$ cat src/rtl/uart_tx_core.sv
// uart_tx_core: parametrised UART transmitter with one-entry holding register.
// Frames: start, DATA_BITS LSB first, optional parity, STOP_BITS stop bits.
module uart_tx_core #(
  parameter int OVERSAMPLE = 16,
  parameter int DATA_BITS  = 8,
  parameter int PARITY     = 1,
  parameter int STOP_BITS  = 1
) (
  input  logic                 clk,
  input  logic                 rst_n,
  input  logic [DATA_BITS-1:0] tx_data,
  input  logic                 tx_valid,
  output logic                 tx_ready,
  output logic                 busy,
  output logic                 done,
  output logic                 tx
);

  localparam int BW = $clog2(OVERSAMPLE);
  localparam logic [BW-1:0] BAUD_MAX = BW'(OVERSAMPLE - 1);
  localparam logic [BW-1:0] BAUD_PRE = BW'(OVERSAMPLE - 2);
  localparam logic [3:0] DATA_LAST = 4'(DATA_BITS - 1);
  localparam logic [3:0] STOP_LAST = 4'(STOP_BITS - 1);

  typedef enum logic [2:0] {
    S_IDLE,
    S_START,
    S_DATA,
    S_PAR,
    S_STOP
  } state_e;

  state_e               state_q;
  logic [DATA_BITS-1:0] hold_q;
  logic                 hold_valid_q;
  logic [DATA_BITS-1:0] shift_q;
  logic                 par_q;
  logic [BW-1:0]        baud_q;
  logic [3:0]           bit_q;
  logic                 tx_q;
  logic                 busy_q;
  logic                 done_q;

  logic accept;
  logic bit_end;
  logic load;
  logic par_d;

  always_comb begin
    accept  = tx_valid && !hold_valid_q;
    bit_end = (baud_q == BAUD_MAX);
    load    = hold_valid_q &&
              ((state_q == S_IDLE) ||
               ((state_q == S_STOP) && bit_end && (bit_q == STOP_LAST)));
    par_d   = (PARITY == 2) ? ~^hold_q : ^hold_q;
  end

  always_ff @(posedge clk or negedge rst_n) begin
    if (!rst_n) begin
      state_q      <= S_IDLE;
      hold_q       <= '0;
      hold_valid_q <= 1'b0;
      shift_q      <= '0;
      par_q        <= 1'b0;
      baud_q       <= '0;
      bit_q        <= '0;
      tx_q         <= 1'b1;
      busy_q       <= 1'b0;
      done_q       <= 1'b0;
    end else begin
      done_q <= 1'b0;
      if (accept) begin
        hold_q       <= tx_data;
        hold_valid_q <= 1'b1;
      end
      if (load) begin
        // Covers both the idle start and the back-to-back stop->start hop.
        shift_q      <= hold_q;
        par_q        <= par_d;
        hold_valid_q <= 1'b0;
        state_q      <= S_START;
        tx_q         <= 1'b0;
        busy_q       <= 1'b1;
        baud_q       <= '0;
        bit_q        <= '0;
      end else begin
        unique case (state_q)
          S_IDLE: begin
            tx_q   <= 1'b1;
            busy_q <= 1'b0;
          end
          S_START: begin
            if (bit_end) begin
              state_q <= S_DATA;
              tx_q    <= shift_q[0];
              baud_q  <= '0;
              bit_q   <= '0;
            end else begin
              baud_q <= baud_q + 1'b1;
            end
          end
          S_DATA: begin
            if (bit_end) begin
              shift_q <= shift_q >> 1;
              baud_q  <= '0;
              if (bit_q == DATA_LAST) begin
                bit_q <= '0;
                if (PARITY != 0) begin
                  state_q <= S_PAR;
                  tx_q    <= par_q;
                end else begin
                  state_q <= S_STOP;
                  tx_q    <= 1'b1;
                end
              end else begin
                bit_q <= bit_q + 4'd1;
                tx_q  <= shift_q[1];
              end
            end else begin
              baud_q <= baud_q + 1'b1;
            end
          end
          S_PAR: begin
            if (bit_end) begin
              state_q <= S_STOP;
              tx_q    <= 1'b1;
              baud_q  <= '0;
              bit_q   <= '0;
            end else begin
              baud_q <= baud_q + 1'b1;
            end
          end
          S_STOP: begin
            if (bit_end) begin
              baud_q <= '0;
              if (bit_q == STOP_LAST) begin
                state_q <= S_IDLE;
                busy_q  <= 1'b0;
                bit_q   <= '0;
              end else begin
                bit_q <= bit_q + 4'd1;
              end
            end else begin
              baud_q <= baud_q + 1'b1;
              done_q <= (bit_q == STOP_LAST) && (baud_q == BAUD_PRE);
            end
          end
          default: begin
            state_q <= S_IDLE;
            tx_q    <= 1'b1;
            busy_q  <= 1'b0;
          end
        endcase
      end
    end
  end

  assign tx_ready = ~hold_valid_q;
  assign busy     = busy_q;
  assign done     = done_q;
  assign tx       = tx_q;

endmodule

$ cat config.mk
export PLATFORM = sky130hd
export DESIGN_NAME = uart_tx_core
export DESIGN_NICKNAME = d
export VERILOG_FILES = /design/src/rtl/uart_tx_core.sv
export SDC_FILE = /design/constraint.sdc
export NUM_CORES = 1
export LEC_CHECK = 0
export ABC_AREA = 1
export CELL_PAD_IN_SITES_DETAIL_PLACEMENT = 0
export CELL_PAD_IN_SITES_GLOBAL_PLACEMENT = 1
export CORE_ASPECT_RATIO = 1.5
export CORE_MARGIN = 2
export CORE_UTILIZATION = 43
export DETAILED_ROUTE_END_ITERATION = 8
export GPL_TIMING_DRIVEN = 0
export PLACE_DENSITY_LB_ADDON = 0.1
export SLEW_MARGIN = 10
export SYNTH_ARGS = -nofsm -noshare
export SYNTH_HDL_FRONTEND = slang
export SYNTH_SLANG_ARGS = --single-unit
export TNS_END_PERCENT = 5
$ cat constraint.sdc
create_clock -name clk -period 2 [get_ports clk]
set_clock_uncertainty 0.15 [all_clocks]
set_input_delay 0.4 -clock clk [delete_from_list [all_inputs] [get_ports clk]]
set_output_delay 0.4 -clock clk [all_outputs]
set_load 0.1 [all_outputs]
==> impl_results.md <==
* Switching power at 0.4356 mW
* Fmax at 521.5 MHz
* Synth Instances at 232
* Post-Synth Simple-Gate Area at between 30% and 40%
* Number of nets with antenna violations after routing at 0
* Rows at 29
* Vias at around 1.5k
* Required time of the critical path at about 1.5 ns
* Worst-path clk slew at around 0.070 ns
* Largest net degree at the start of global routing at 33
* Setup Fix Bufs, Post-CTS at 0
* Mux cell area share after synthesis at under 10%
* Starting density of the core at between 40% and 50%
* Pleak at around 1.1 nW
* Crit path arrival time at 1.37 ns
* Synth area leader: dfrtp_1
* RSZ-0062 raised after global routing: no
* PD cells at 724.9 nW/µm²
* Number of enable flip-flop cells after synthesis at 0
* Post-synthesis register bit count at 32
* Clock share of power at between 30% and 40%
* CP Depth at 1
* Worst r2r dst: shift_q[4]
* Core Area at ~4200 µm²
* Sequential share of power at around 48%
* Top Family by Delay on Critical Path: buffers and inverters
* Worst R2R Path Depth at 12
* Fin crit share at between 90 and 100%
* Setup slack, reg-to-reg at ~0.15 ns
* Layout Area Growth over Synthesis at 14.84%
* Ys Warns at 0
* CTS Buf Count at 5
* Setup crit start kind: flip-flop
* Crit path max fanout at 2
* Fill count at 443
* GRT Overall Usage at roughly a fifth
* Drt pass-1 iters at 4
* Final Hold Fails at 0
* Wire per inst at 13.31 µm
* Peak VDD IR at approximately 0.53 mV
* Leading post-synthesis cells by cell area: dfrtp_1 (41%), nand2_1 (17%), nand3_1 (6.0%), mux2_2 (4.7%), inv_1 (3.7%)
* Vias in the first global route at 1577
* Setup crit start: tx
* Synthesized area per cell at roughly 8.2 µm²
* First-pass GRT wire length at roughly 7.3 mm
* Slew @ Worst Pin at ~0.75 ns
* XOR/XNOR Fraction of Synth Area at 3.677%
* Root Driver: clkbuf_8
* DRT iter0 DRCs at 66
* Worst Setup EP: tx
* Complex-gate fraction of the synthesized area at 5.384%
* Max-cap viol count at 0
* Final min period at about 1.9 ns
* Distinct cell type count after synthesis at 34
* DIE AREA at about 5000 µm²
* Gpl congestion at roughly 0.82
* Status: completed
* Comb pwr share at about a fifth
* Clock Latency Late Sink at 0.29 ns
* Internal Dissipation at 1.151 mW
* Sw Ratio at 27.46%
* PortBufs at 14
* Residual DRC at 0
* Layout cells sized above 1 at between 10% and 20%
* Vias per inst at 5.033
* CP bufs+invs at 1
* Worst R2R Start: bit_q[0]
* Sequential area share after synthesis at a little over two fifths
* Total wire length at about 4 mm
* Final Setup Violations at 0
* Syn Nets at between 200 and 250
* Worst path max stage delay at between 0.5 and 0.6 ns
* Worst setup EP type: output pin
* Hpwl dp at 3.093 mm
* Ys async rst share at between 90% and 100%
* Slew headroom at between 40% and 50%
* Main combinational cell family by area after synthesis: simple AND/OR/NAND/NOR gates
* Synth Flop Type: dfrtp_1
* Max Root-Sink Buffers at 2
* Die Width at around 58 µm
* Final nets at 268
* Antenna Cells at 0
* Hold_ws at 0.03091 ns
* Worst path cell trace: clkdlybuf4s15_2
* Finished Core Util at about half
* Top cell type's share of synthesized area at between 40% and 50%
* I/O pin cnt at 15
* Die height at between 80 and 90 µm
* Adder-Cell Fraction of Synth Area at 2.626%
* Clock Sinks at 32
* CP max stage cell: clkdlybuf4s15_2
* Grt ovf at 0
* Mapped Area at roughly 1900 µm²
* Slew Limit Fails at 0
* CTS tree: yes
* Initial antenna violation count at 0
* H-tree depth at 2
* CP Class: reg2out
* Worst Hold Class: in2async
## worst reg2reg max path: stages (launching register included)
cell and delay, ns:
dfrtp_2 0.45, inv_1 0.09, ha_1 0.17, nand2_1 0.07, nor2_2 0.12, nand3_4 0.11
nand2_8 0.11, nand2_8 0.09, buf_8 0.16, nand2_2 0.05, nand2_1 0.06, nand2_1 0.06
nand2_1 0.05
## cells by family after synthesis
kind of cell | count (synthesis)
xor gates and xnor gates | 8
muxes | 8
AOI/OAI and AO/OA | 14
and+or+nand+nor | 141
adders and majority gates | 4
DFF | 32
buffers and inverters | 25
## cell usage in the layout (no fill, tap or decap), types with 2 or more instances in the layout
cell type and instances:
nand2_1 84, dfrtp_1 30, nand3_1 23, inv_1 18, nor2_1 9, clkdlybuf4s50_1 9, mux2_2 8, nand2_2 8
clkbuf_8 6, xnor2_1 5, ha_1 4, clkbuf_1 3, o21ai_2 3, a21oi_1 3, o21ai_1 3, xor2_1 3
nor2_4 2, nor3_1 2, nor2_2 2, nand2_8 2, inv_2 2, nand3b_1 2, o21ai_0 2, nand4_1 2
buf_2 2, clkdlybuf4s15_2 2
## final cells by class
type	instances	area [µm²]	area share, %
Buffer	3	26.28	1.201
Clock buffer	8	90.09	4.117
Inverter	22	91.34	4.174
Multi-Input combinational cell	175	992.2	45.34
Sequential cell	32	803.3	36.71
Tap cell	46	57.56	2.630
Timing Repair Buffer	14	127.6	5.832
## synth_stat cells (2+ instances only)
| library cell | n |
|---|---|
| nand2_1 | 84 |
| dfrtp_1 | 31 |
| nand3_1 | 23 |
| inv_1 | 19 |
| nor2_1 | 10 |
| mux2_2 | 8 |
| nand2_2 | 8 |
| xnor2_1 | 5 |
| ha_1 | 4 |
| a21oi_1 | 3 |
| o21ai_1 | 3 |
| o21ai_2 | 3 |
| xor2_1 | 3 |
| inv_2 | 2 |
| nand2_8 | 2 |
| nand3b_1 | 2 |
| nand4_1 | 2 |
| nor2_4 | 2 |
| nor3_1 | 2 |
| o21ai_0 | 2 |
## sequential cells by signal (all words and copies together) (netlist names)
name          count
state_q           3
baud_q            4
shift_q           8
hold_valid_q      1
par_q             1
hold_q            8
tx                1
done              1
bit_q             4
busy              1
## worst min path at each step
| stage | slack (ns) | to | cells after the start | start |
|---|---|---|---|---|
| floorplan | -0.05 | baud_q[0] | 0 | rst_n |
| global placement | 0.31 | tx | 2 | tx |
| detailed placement | 0.32 | shift_q[0] | 2 | shift_q[0] |
| CTS | 0.06 | state_q[2] | 1 | rst_n |
| global route | 0.09 | shift_q[7] | 1 | rst_n |
| finish | 0.03 | busy | 1 | rst_n |
## power groups by stage
stage	sequential [mW]	combinational, mW	clock [mW]
final	0.764	0.309	0.513
after detailed placement	0.777	0.314	0
after CTS	0.765	0.314	0.532
after global routing	0.776	0.335	0.562
after global placement	0.775	0.307	0
after floorplan	0.763	0.250	0
## layer usage
layer  wire length [µm]  up-vias  GRT usage [%]  part of all wire, %
met5                  0        -              0                    0
met4                104        0          8.034                  2.6
met3                 93        9          4.223                  2.3
met2               2188       23          35.04                   55
met1               1608      690          21.32                   40
li1                   -      788              -                    -
## stage by stage
step	cells	TNS (ns)	worst slack, ns	instance area (µm²)	power [mW]
after floorplan	232	0	0.004114	1909	1.013
after global placement	292	-10.48	-0.3236	2107	1.081
after detailed placement	292	-0.5155	-0.2920	2102	1.091
after CTS	300	0	0.00009881	2190	1.611
after global routing	300	0	0.02469	2188	1.673
final	300	0	0.08256	2188	1.586
## timing repair
item	CTS	global route
endpoints found under the setup margin	4	13
hold buffers	0	0
cloned	0	0
gates resized for setup	13	3
pin swaps	0	0
(Power assumes the default switching activity.)
